File: config.mk
export PLATFORM = sky130hd
export DESIGN_NAME = fir_sequencer
export DESIGN_NICKNAME = d
export VERILOG_FILES = /design/src/rtl/fir_sequencer.sv
export SDC_FILE = /design/constraint.sdc
export NUM_CORES = 1
export LEC_CHECK = 0
export CAP_MARGIN = 15
export CORE_UTILIZATION = 51
export CTS_CLUSTER_SIZE = 20
export DETAILED_ROUTE_END_ITERATION = 12
export PLACE_DENSITY = 0.84
export REMOVE_ABC_BUFFERS = 1
export SLEW_MARGIN = 30
export SYNTH_ARGS = -nofsm -noshare
export SYNTH_HDL_FRONTEND = slang
export SYNTH_SLANG_ARGS = --single-unit
export TNS_END_PERCENT = 100
File: constraint.sdc
create_clock -name CLK -period 4.5 [get_ports CLK]
set_clock_uncertainty 0.15 [all_clocks]
set_input_delay 0.9 -clock CLK [delete_from_list [all_inputs] [get_ports CLK]]
set_output_delay 0.9 -clock CLK [all_outputs]
set_load 0.03 [all_outputs]
File: src/rtl/fir_sequencer.sv
// Frame sequencer in front of an 11-tap FIR: streams source samples, appends a
// zero flush tail, counts FIR outputs and holds the coefficient registers.
module fir_sequencer #(
  parameter int WIDTH     = 13,
  parameter int FLUSH_LEN = 10,
  parameter int TIMEOUT   = 255
) (
  input  logic             CLK,
  input  logic             RST,
  input  logic [WIDTH-1:0] S_DIN,
  input  logic             S_VALID,
  input  logic             S_LAST,
  output logic             S_READY,
  input  logic             CFG_WE,
  input  logic [3:0]       CFG_ADDR,
  input  logic [WIDTH-1:0] CFG_DATA,
  output logic [WIDTH-1:0] H0,
  output logic [WIDTH-1:0] H1,
  output logic [WIDTH-1:0] H2,
  output logic [WIDTH-1:0] H3,
  output logic [WIDTH-1:0] H4,
  output logic [WIDTH-1:0] H5,
  output logic [WIDTH-1:0] H6,
  output logic [WIDTH-1:0] H7,
  output logic [WIDTH-1:0] H8,
  output logic [WIDTH-1:0] H9,
  output logic [WIDTH-1:0] H10,
  output logic [WIDTH-1:0] FIR_DIN,
  output logic             FIR_VIN,
  input  logic             FIR_VOUT,
  output logic             BUSY,
  output logic             FRAME_DONE,
  output logic             CFG_ERR,
  output logic             ERR_TO,
  output logic [15:0]      OUT_CNT
);

  typedef enum logic [1:0] {
    IDLE  = 2'd0,
    RUN   = 2'd1,
    FLUSH = 2'd2,
    DRAIN = 2'd3
  } state_t;

  state_t           state;
  state_t           state_nxt;
  logic [WIDTH-1:0] coef [0:10];
  logic             ready_q;
  logic [15:0]      in_cnt;
  logic [15:0]      flush_cnt;
  logic [15:0]      idle_cnt;
  logic             accept;
  logic             cfg_ok;
  logic [15:0]      out_cnt_inc;
  logic             flush_end;
  logic             drain_done;
  logic             drain_timeout;

  // Ready is gated by reset directly so it reads 0 for the whole reset pulse.
  assign S_READY = ready_q & ~RST;
  assign accept  = S_VALID & S_READY;
  assign cfg_ok  = (state == IDLE) && (CFG_ADDR <= 4'd10);

  assign H0  = coef[0];
  assign H1  = coef[1];
  assign H2  = coef[2];
  assign H3  = coef[3];
  assign H4  = coef[4];
  assign H5  = coef[5];
  assign H6  = coef[6];
  assign H7  = coef[7];
  assign H8  = coef[8];
  assign H9  = coef[9];
  assign H10 = coef[10];

  // Frame-end tests use the count including this cycle's FIR_VOUT.
  always_comb begin
    out_cnt_inc   = OUT_CNT;
    flush_end     = (flush_cnt == 16'(FLUSH_LEN - 1));
    drain_done    = 1'b0;
    drain_timeout = 1'b0;
    if (FIR_VOUT && (OUT_CNT != 16'hFFFF)) begin
      out_cnt_inc = OUT_CNT + 16'd1;
    end else begin
      out_cnt_inc = OUT_CNT;
    end
    drain_done    = ({1'b0, out_cnt_inc} >= ({1'b0, in_cnt} + 17'(FLUSH_LEN)));
    drain_timeout = !FIR_VOUT && (({1'b0, idle_cnt} + 17'd1) >= 17'(TIMEOUT));
  end

  always_comb begin
    state_nxt = state;
    case (state)
      IDLE: begin
        if (accept) begin
          state_nxt = S_LAST ? FLUSH : RUN;
        end else begin
          state_nxt = IDLE;
        end
      end
      RUN: begin
        if (accept && S_LAST) begin
          state_nxt = FLUSH;
        end else begin
          state_nxt = RUN;
        end
      end
      FLUSH: begin
        if (flush_end) begin
          state_nxt = DRAIN;
        end else begin
          state_nxt = FLUSH;
        end
      end
      DRAIN: begin
        if (drain_done || drain_timeout) begin
          state_nxt = IDLE;
        end else begin
          state_nxt = DRAIN;
        end
      end
      default: state_nxt = IDLE;
    endcase
  end

  always_ff @(posedge CLK) begin
    if (RST) begin
      state      <= IDLE;
      ready_q    <= 1'b1;
      BUSY       <= 1'b0;
      FIR_DIN    <= '0;
      FIR_VIN    <= 1'b0;
      in_cnt     <= 16'd0;
      OUT_CNT    <= 16'd0;
      flush_cnt  <= 16'd0;
      idle_cnt   <= 16'd0;
      FRAME_DONE <= 1'b0;
      CFG_ERR    <= 1'b0;
      ERR_TO     <= 1'b0;
      for (int i = 0; i < 11; i++) coef[i] <= '0;
    end else begin
      state   <= state_nxt;
      ready_q <= (state_nxt == IDLE) || (state_nxt == RUN);
      BUSY    <= (state_nxt != IDLE);

      if (accept) begin
        FIR_DIN <= S_DIN;
        FIR_VIN <= 1'b1;
      end else if (state == FLUSH) begin
        FIR_DIN <= '0;
        FIR_VIN <= 1'b1;
      end else begin
        FIR_DIN <= '0;
        FIR_VIN <= 1'b0;
      end

      if (accept && (state == IDLE)) begin
        in_cnt <= 16'd1;
      end else if (accept && (in_cnt != 16'hFFFF)) begin
        in_cnt <= in_cnt + 16'd1;
      end else begin
        in_cnt <= in_cnt;
      end

      // A FIR_VOUT arriving in IDLE belongs to no frame and is dropped.
      if (accept && (state == IDLE)) begin
        OUT_CNT <= 16'd0;
      end else if (state != IDLE) begin
        OUT_CNT <= out_cnt_inc;
      end else begin
        OUT_CNT <= OUT_CNT;
      end

      flush_cnt <= (state == FLUSH) ? flush_cnt + 16'd1 : 16'd0;
      idle_cnt  <= ((state == DRAIN) && !FIR_VOUT) ? idle_cnt + 16'd1 : 16'd0;

      FRAME_DONE <= (state == DRAIN) && (drain_done || drain_timeout);

      if (accept && (state == IDLE)) begin
        ERR_TO <= 1'b0;
      end else if ((state == DRAIN) && !drain_done && drain_timeout) begin
        ERR_TO <= 1'b1;
      end else begin
        ERR_TO <= ERR_TO;
      end

      // Back-to-back rejects collapse so the error pulse never stretches.
      CFG_ERR <= CFG_WE && !cfg_ok && !CFG_ERR;
      for (int i = 0; i < 11; i++) begin
        if (CFG_WE && cfg_ok && (CFG_ADDR == 4'(i))) begin
          coef[i] <= CFG_DATA;
        end else begin
          coef[i] <= coef[i];
        end
      end
    end
  end

endmodule

Yosys cells after proc, flatten, opt, wreduce, memory -nomap -nowiden
Memories as Yosys holds them, arrays and structs flattened.
Index checks and enable logic that the tools add are counted.
Word-level totals
  output and inout bits: 178
  flip-flop bits (word level): 85
  RAM bits: 143
  memories kept: 1
  logic and storage cells: 209
Memory list
  coef: depth 11, bits a word 13, rd ports 11, clocked after Yosys merged registers in 0, wr ports 11, RTL line 47  | logic [WIDTH-1:0] coef [0:10];
Cells by class
  add/subtract/negate cells: 6
  bitwise logic cells: 28
  $lt $le $gt $ge: 3
  muxes and demuxes: 101
  reduce and logical (&&, ||, !) cells: 40
  eq/ne operators: 17
Operators by type and width (count)
  $mux 13: 22
  $mux 1: 73
  $add 16x1->16 const B: 4
  $ne 16x16->1 const B: 2
  $logic_and 1x1->1: 24
  $or 1x1->1: 22
  $add 16x1->17 const B: 1
  $add 16x4->17 const B: 1
  $ge 16x17->1: 1
  $ge 17x8->1 const B: 1
  $eq 16x4->1 const B: 1
  $eq 4x3->1 const B: 4
  $mux 16: 1
  $eq 4x4->1 const B: 3
  $eq 4x2->1 const B: 2
  $mux 2: 4
  $pmux 2 s4: 1
  $reduce_or 2->1: 4
  $reduce_bool 2->1: 3
  $eq 2x1->1 const B: 2
  $eq 2x2->1 const B: 2
  $eq 4x1->1 const B: 1
  $le 4x4->1 const B: 1
  $logic_not 1->1: 4
  5 further kinds: 11

Logic depth before layout (Yosys ltp)
Gate-level depths: netlist of the first run.
  depth in word-level cells: 9
  gate-level depth with buffers: 14
  mapped depth without buffers: 14

Worst setup path before layout of the first run
Ideal clock, no wire load.
  path kind: input -> register
  from: input FIR_VOUT
  to: register state[1]
  data required time: 4.234 ns
  setup slack: 0.865 ns
  library setup time: 0.116 ns
  buffers on the path: 0
  arrival time: 3.369 ns
  stages on the path: 13
  path through: nand3_1 nor4_1 o21ai_0 or2_2 nor2_1 xor2_1 ha_1 nand2_1 a2111oi_0 o31ai_1 a41o_2 a21o_1 a31o_2
Between the ends
  longest elaborated chain between the ends: 6
  elaborated cells between the ends (all ways): 8
  classes of those cells: order compare (1); mux (3); reduce/logical (4)
RTL lines
  start, declared: RTL line 30  | input logic FIR_VOUT,
  $logic_and 1x1->1: RTL line 82  | if (FIR_VOUT && (OUT_CNT != 16'hFFFF)) begin
  $mux 16: RTL line 82
  named net out_cnt_inc[15]: RTL line 54  | logic [15:0] out_cnt_inc;
  $ge 16x17->1: RTL line 87  | drain_done = ({1'b0, out_cnt_inc} >= ({1'b0, in_cnt} + 17'(FLUSH_LEN)));
  $logic_or 1x1->1: RTL line 116  | if (drain_done || drain_timeout) begin
  $mux 2: RTL line 116
  $pmux 2 s4: RTL line 93  | case (state)
  end signal, assigned: RTL line 142  | state <= state_nxt;
  end, declared: RTL line 45  | state_t state;
The timed path passes the listed nets, and every way through them passes these cells.
A chain may end at the register's enable or synchronous reset.

Final worst setup path of the first run
  from: register OUT_CNT[0]
  to: register state[1]
Between the ends
  longest elaborated chain between the ends: 7
  elaborated cells between the ends (all ways): 8
  classes of those cells: add/sub (1); order compare (1); eq/ne (1); mux (3); reduce/logical (2)
RTL lines
  start, declared: RTL line 35  | output logic [15:0] OUT_CNT
  start signal, assigned: RTL line 169  | OUT_CNT <= out_cnt_inc;
  parallel branches: the longest is 2 deep, another holds $add 16x1->16
  $mux 16 *: RTL line 82
  named net out_cnt_inc[7]: RTL line 54
  $ge 16x17->1 *: RTL line 87
  $logic_or 1x1->1 *: RTL line 116
  $mux 2 *: RTL line 116
  $pmux 2 s4 *: RTL line 93
Mark *: on every way through the listed nets, which the timed path passes.

==> results of run 1 <==
stage by stage:
stage / worst slack (ns) / utilization, % / cell area, um^2 / hold WS [ns] / total power [uW]
3_5_place_dp: 0.233 / 65.1 / 12300 / 0.264 / 3180
4_1_cts: 0.674 / 69.5 / 13100 / 0.279 / 5210
3_3_place_gp: 0.314 / 65.1 / 12300 / 0.259 / 3170
6_report: 0.660 / 69.5 / 13100 / 0.279 / 5170
5_1_grt: 0.359 / 69.5 / 13100 / 0.302 / 5350
2_1_floorplan: 0.865 / - / 9770 / 0.279 / 2830
cell type report:
cell class                 instances  area [um^2]
timing repair buffer             223         2200
fill                            1354         5770
sequential                       228         6000
tap                              260          325
antenna                            2         5.00
clock buffer                      37          699
inverter                          11         41.3
clock inverter                     7          121
multi-input combinational        584         3730
metal layers:
metal / wire, um / part of all wire [%]
met5: 12 / 0.050
met4: 375 / 1.6
met3: 1710 / 7.1
met2: 11700 / 49
met1: 10100 / 42
report_power, final:
group / switching (uW) / internal (uW)
logic: 450 / 287
clock network: 789 / 1240
registers: 51.9 / 2350
total: 1290 / 3880
sequential cells by signal (all words and copies together) (netlist names):
register	cells
BUSY	1
CFG_ERR	1
ERR_TO	1
FIR_DIN	13
FIR_VIN	1
FRAME_DONE	1
OUT_CNT	16
coef	143
flush_cnt	16
idle_cnt	16
in_cnt	16
ready_q	1
state	2
placed cells by master, fill, tap and decap left out, types with 4 or more instances in the layout:
| master | Yosys | routed |
|---|---|---|
| nor3_1 | 20 | 20 |
| a21oi_1 | 17 | 17 |
| or3_1 | 8 | 8 |
| dfxtp_1 | 85 | 85 |
| clkdlybuf4s50_1 | 0 | 212 |
| nor2_1 | 91 | 91 |
| inv_1 | 11 | 11 |
| o21ai_0 | 12 | 12 |
| xor2_1 | 44 | 44 |
| edfxtp_1 | 143 | 143 |
| nor4_1 | 6 | 6 |
| clkbuf_1 | 32 | 8 |
| or2_2 | 4 | 4 |
| ha_1 | 23 | 23 |
| and3_1 | 25 | 25 |
| and2_1 | 21 | 21 |
| clkbuf_8 | 0 | 5 |
| nand2_1 | 36 | 36 |
| nand3_1 | 21 | 21 |
| buf_4 | 0 | 11 |
| and4_1 | 7 | 7 |
| nor2b_1 | 137 | 137 |
| nand4_1 | 17 | 17 |
| xnor2_1 | 39 | 39 |
| clkbuf_16 | 0 | 24 |
| a21o_1 | 12 | 12 |
| nand2b_1 | 4 | 4 |
worst paths after layout:
path / endpoint / slack [ns] / depth (start not counted)
worst max-delay path: state[1] / 0.66 / 13
worst min-delay path: CFG_ERR / 0.28 / 1
worst max register to register: state[1] / 0.66 / 13
worst min register to register: CFG_ERR / 0.28 / 1
critical path, stage by stage (launching register included):
cell       delay (ns)
dfxtp_1          0.43
ha_1             0.26
nand4_1          0.11
or3_4            0.38
o21bai_1         0.47
nor2_1           0.13
xor2_1           0.17
ha_1             0.31
nand4_1          0.13
a2111oi_0        0.37
o31ai_1          0.13
a41o_2           0.30
a21o_1           0.19
a31o_2           0.21
logic make-up (layout without fill, tap and decap cells):
kind of cell,after synthesis,after routing
compound gates,70,70
xor+xnor,83,83
fa+ha+maj,23,23
buf+inv,50,278
flops,228,228
mux,2,2
other cells,0,2
simple gates,406,406
==> summary.txt, run 1 <==
Final Hold Vio Count -> 0
H-tree Lvls -> 1
Die area -> 20,000 um^2
PwrDens -> 394 nW/um^2
Critical R2R Launch -> OUT_CNT[0]
Initial DRT Pass Iterations -> 4
Worst-path clk slew -> 0.06 ns
Dominant cells by area after synthesis -> edfxtp_1 43%, dfxtp_1 17%, nor2b_1 8.6%
Remaining Overflow, GRT -> 0
First-pass GRT wire length -> 37.0 mm
Post-Synth XOR/XNOR Area -> 7.32%
Pin count of the biggest net entering global routing -> 78
Met1 GRT Util -> 30.5%
Outcome -> finished, final reports clean
Yosys warns -> 0
Nets -> 1,131
Grt peak-use layer -> met2
Top-count cell post-synth -> edfxtp_1
Inst Count DP -> 1,306
HP Start -> CFG_ERR
Hold Crit Class -> reg -> reg
Tmin final -> 3.84 ns
Chip Width -> 142 um
EDFF count, synth -> 143
Compound-Gate Fraction of Synth Area -> 4.80%
Rel. slew slack -> 50.2%
RSZ-0062 raised after global routing -> false
Post-CTS Repair Setup Buffers -> 0
Max Slew Vio Count -> 0
Iter 0 DRT Violations -> 474
Peak VDD IR -> 0.000324 V
Routed WL -> 23.9 mm
DR vias/cell -> 5.19
Largest family of logic cells by synthesized area -> simple AND/OR/NAND/NOR gates
Post-CTS resize count -> 0
Mapped Area -> 9930 um^2
Crit. Startpoint -> OUT_CNT[0]
Post-synth cell types -> 57
Top FF cell, synth -> edfxtp_1
Root Driver -> clkbuf_16
Ys async rst share -> 0%
Clk buf depth -> 3
Final setup violation count -> 0
# port buffers -> 213
Starting Density -> 52.6%
Initial antenna violation count -> 2
Share of the synthesized area in the top cell type -> 43.2%
Leading area contributor after synthesis -> edfxtp_1
GR met2 Demand/Resource -> 41.5%
Final Non-Filler Cells -> 1,352
CTS tree -> built
Clk Latency, worst-skew pair -> 0.51 ns
All-Layer GR Usage -> 23.7%
Measured slew at the worst slew-check pin -> 0.747 ns
Post-synthesis mux area share -> 0.214%
ANT nets after route -> 0
#FFs+latches synth -> 228
Share of post-route cells with drive strength above 1 -> 5.96%
Post-detail-place hpwl -> 16.2 mm
Ports -> 214
Critical path arrival -> 4.10 ns
# hold bufs at CTS -> 0
Routed wire length per instance -> 17.7 um
RePlAce Congestion -> 0.894
Cell count after synthesis -> 862
Register area share after synthesis -> 60.4%
Synth Area in Adders -> 2.90%
Startpoint types -> flop
Period Utilization, post-route -> 85.3%
GR met3 Demand/Resource -> 4.59%
Die Y -> 142 um
MaxCap Viol Count -> 0
TritonCTS Buffers -> 24
Vias in the first global route -> 6,654
Critical path data required time -> 4.76 ns
Pleak -> 0.00479 uW
Crit end category -> flop
Via total after detailed routing -> 7,013
WS Path Type -> reg -> reg
DRC viols -> 0
Clock Sinks -> 228
Area share of and/or/nand/nor cells after synthesis -> 22.4%
Max frequency -> 260 MHz
Setup TNS -> 0 ns
Area growth syn-to-layout -> 32.2%
Core footprint -> 18,900 um^2
CP Max Fanout -> 8
# rows -> 50
Top cells by count, synth -> 143 x edfxtp_1, 137 x nor2b_1, 91 x nor2_1
Syn Area/Cell -> 11.5 um^2
No activity file was read; power rests on OpenSTA's default activity.
==> run 2: changes to the inputs <==
Settings changed: CORE_UTILIZATION 51 to 29, GPL_ROUTABILITY_DRIVEN from default to 0, PLACE_DENSITY 0.84 to default.
==> summary.txt, run 2 (synthesis results as in run 1) <==
Clock Sinks -> 228 (unchanged)
# hold bufs at CTS -> 0 (unchanged)
Gate power share -> 14.2% (about the same)
# rows -> 67 (+34%)
Peak VDD IR -> 0.000238 V (-26%)
Share of post-route cells with drive strength above 1 -> 6.22% (+0.25 points)
Rel. slew slack -> 43.6% (-6.6 points)
Core footprint -> 33,600 um^2 (+78%)
ANT nets after route -> 0 (unchanged)
All-Layer GR Usage -> 14.2% (-9.5 points)
Final setup violation count -> 0 (unchanged)
Max Slew Vio Count -> 0 (unchanged)
Worst-path clk slew -> 0.06 ns (about the same)
Vias in the first global route -> 6,801 (+2.2%)
DRC viols -> 0 (unchanged)
H-tree Lvls -> 1 (unchanged)
Clock share of power -> 39.8% (+0.5 points)
Startpoint types -> flop
Area growth syn-to-layout -> 34.8%
DR vias/cell -> 4.47 (-14%)
Tmin final -> 3.83 ns (-0.0100 ns)
Crit end category -> flop
Root Driver -> clkbuf_16
Most common cell after layout, fill and taps aside -> clkdlybuf4s50_1
Via total after detailed routing -> 6,897 (-1.7%)
Clk Latency, worst-skew pair -> 0.52 ns (about the same)
Max reg flops -> 143 (unchanged)
Pleak -> 0.00477 uW (-0.41%)
Post-detail-place hpwl -> 17.2 mm (+5.8%)
PwrDens -> 390 nW/um^2 (-0.94%)
Nets -> 1,133 (+0.18%)
Top reg by flops -> coef
Die Y -> 187 um (+32%)
Switching share of total power -> 26.3% (+1.3 points)
First-pass GRT wire length -> 39.4 mm (+6.6%)
Starting Density -> 29.5% (-23 points)
Ports -> 214 (unchanged)
Critical path data required time -> 4.76 ns (about the same)
Die area -> 35,000 um^2 (+75%)
Max frequency -> 261 MHz (+0.26%)
Critical path arrival -> 4.09 ns (about the same)
Pin count of the biggest net entering global routing -> 129 (+65%)
CTS tree -> built
Register share of total power -> 46.0% (-0.5 points)
Routed wire length per instance -> 16.2 um (-8.3%)
Internal power -> 3850 uW (-0.76%)
Period Utilization, post-route -> 85.1% (-0.22 points)
Remaining Overflow, GRT -> 0 (unchanged)
Initial DRT Pass Iterations -> 4 (unchanged)
CP Max Fanout -> 8 (unchanged)
Hold Crit Class -> reg -> reg
Chip Width -> 187 um (+32%)
Initial antenna violation count -> 0 (-2)
Measured slew at the worst slew-check pin -> 0.847 ns (+0.0997 ns)
Post-CTS Repair Setup Buffers -> 0 (unchanged)
TritonCTS Buffers -> 27 (+13%)
Clk buf depth -> 3 (unchanged)
RSZ-0062 raised after global routing -> false
Routed WL -> 25.0 mm (+4.6%)
Most frequent cells in the layout -> 212 x clkdlybuf4s50_1, 143 x edfxtp_1, 137 x nor2b_1
Switching power -> 1370 uW (+6.4%)
Final Hold Vio Count -> 0 (unchanged)
Final core occ -> 39.8% (-30 points)
R2r setup slk -> 0.67 ns (about the same)
Setup TNS -> 0 ns (unchanged)
WS Path Type -> reg -> reg
# port buffers -> 213 (unchanged)
Post-CTS resize count -> 0 (unchanged)
Outcome -> finished, final reports clean
Iter 0 DRT Violations -> 301 (-36%)
Antenna fix cells -> 0 (-2)
MaxCap Viol Count -> 0 (unchanged)
[run 2: changes by cell type in the layout (fill, tap and decap cells not counted), sizes merged]
cell / change
clkbuf: -6
diode: -2
bufinv: -1
clkinvlp: +9
buf: -1
clkinv: +3
[run 2: routing by layer]
| metal | track usage (%) | part of all wire [%] |
|---|---|---|
| met5 | 0 | 0 |
| met4 | 3.28 | 1.9 |
| met1 | 19.3 | 48 |
| met2 | 23.3 | 45 |
| met3 | 2.61 | 5.4 |
[run 2: stage by stage]
stage / power (uW) / setup slack, ns / cell area, um^2 / instances / hold WS [ns]
floorplan: 2830 / 0.865 / 9770 / 823 / 0.279
global placement: 3190 / 0.321 / 12500 / 1493 / 0.263
detailed placement: 3200 / 0.284 / 12500 / 1493 / 0.274
CTS: 5310 / 0.689 / 13400 / 1542 / 0.285
global route: 5440 / 0.350 / 13400 / 1542 / 0.296
finish: 5230 / 0.670 / 13400 / 1542 / 0.279
[run 2: power groups by stage]
| stage | clock network (uW) | registers, uW | logic [uW] |
|---|---|---|---|
| global placement | 0 | 2450 | 747 |
| finish | 2080 | 2400 | 741 |
| CTS | 2150 | 2400 | 754 |
| floorplan | 0 | 2660 | 165 |
| detailed placement | 0 | 2450 | 751 |
| global route | 2240 | 2420 | 785 |
[run 2: area by class of cell]
cell class                      count  area [um^2]
Multi-Input combinational cell    584         3730
Clock buffer                       31          691
Fill cell                        3203        20200
Sequential cell                   228         6000
Inverter                           11         41.3
Timing Repair Buffer              222         2210
Tap cell                          448          561
Clock inverter                     18          155
[run 2: final timing paths]
kind / depth (start not counted) / from / endpoint
min: 1 / CFG_ERR / CFG_ERR
max: 13 / OUT_CNT[0] / state[1]
max reg2reg: 13 / OUT_CNT[0] / state[1]
min reg2reg: 1 / CFG_ERR / CFG_ERR
[run 2: worst max-delay path, stage by stage, from the launching register on]
cell and delay (ns):
dfxtp_1 0.42, ha_1 0.26, nand4_1 0.13, or3_4 0.38, o21bai_1 0.49, nor2_1 0.13
xor2_1 0.17, ha_1 0.30, nand4_1 0.14, a2111oi_0 0.34, o31ai_1 0.13, a41o_2 0.29
a21o_1 0.19, a31o_2 0.21
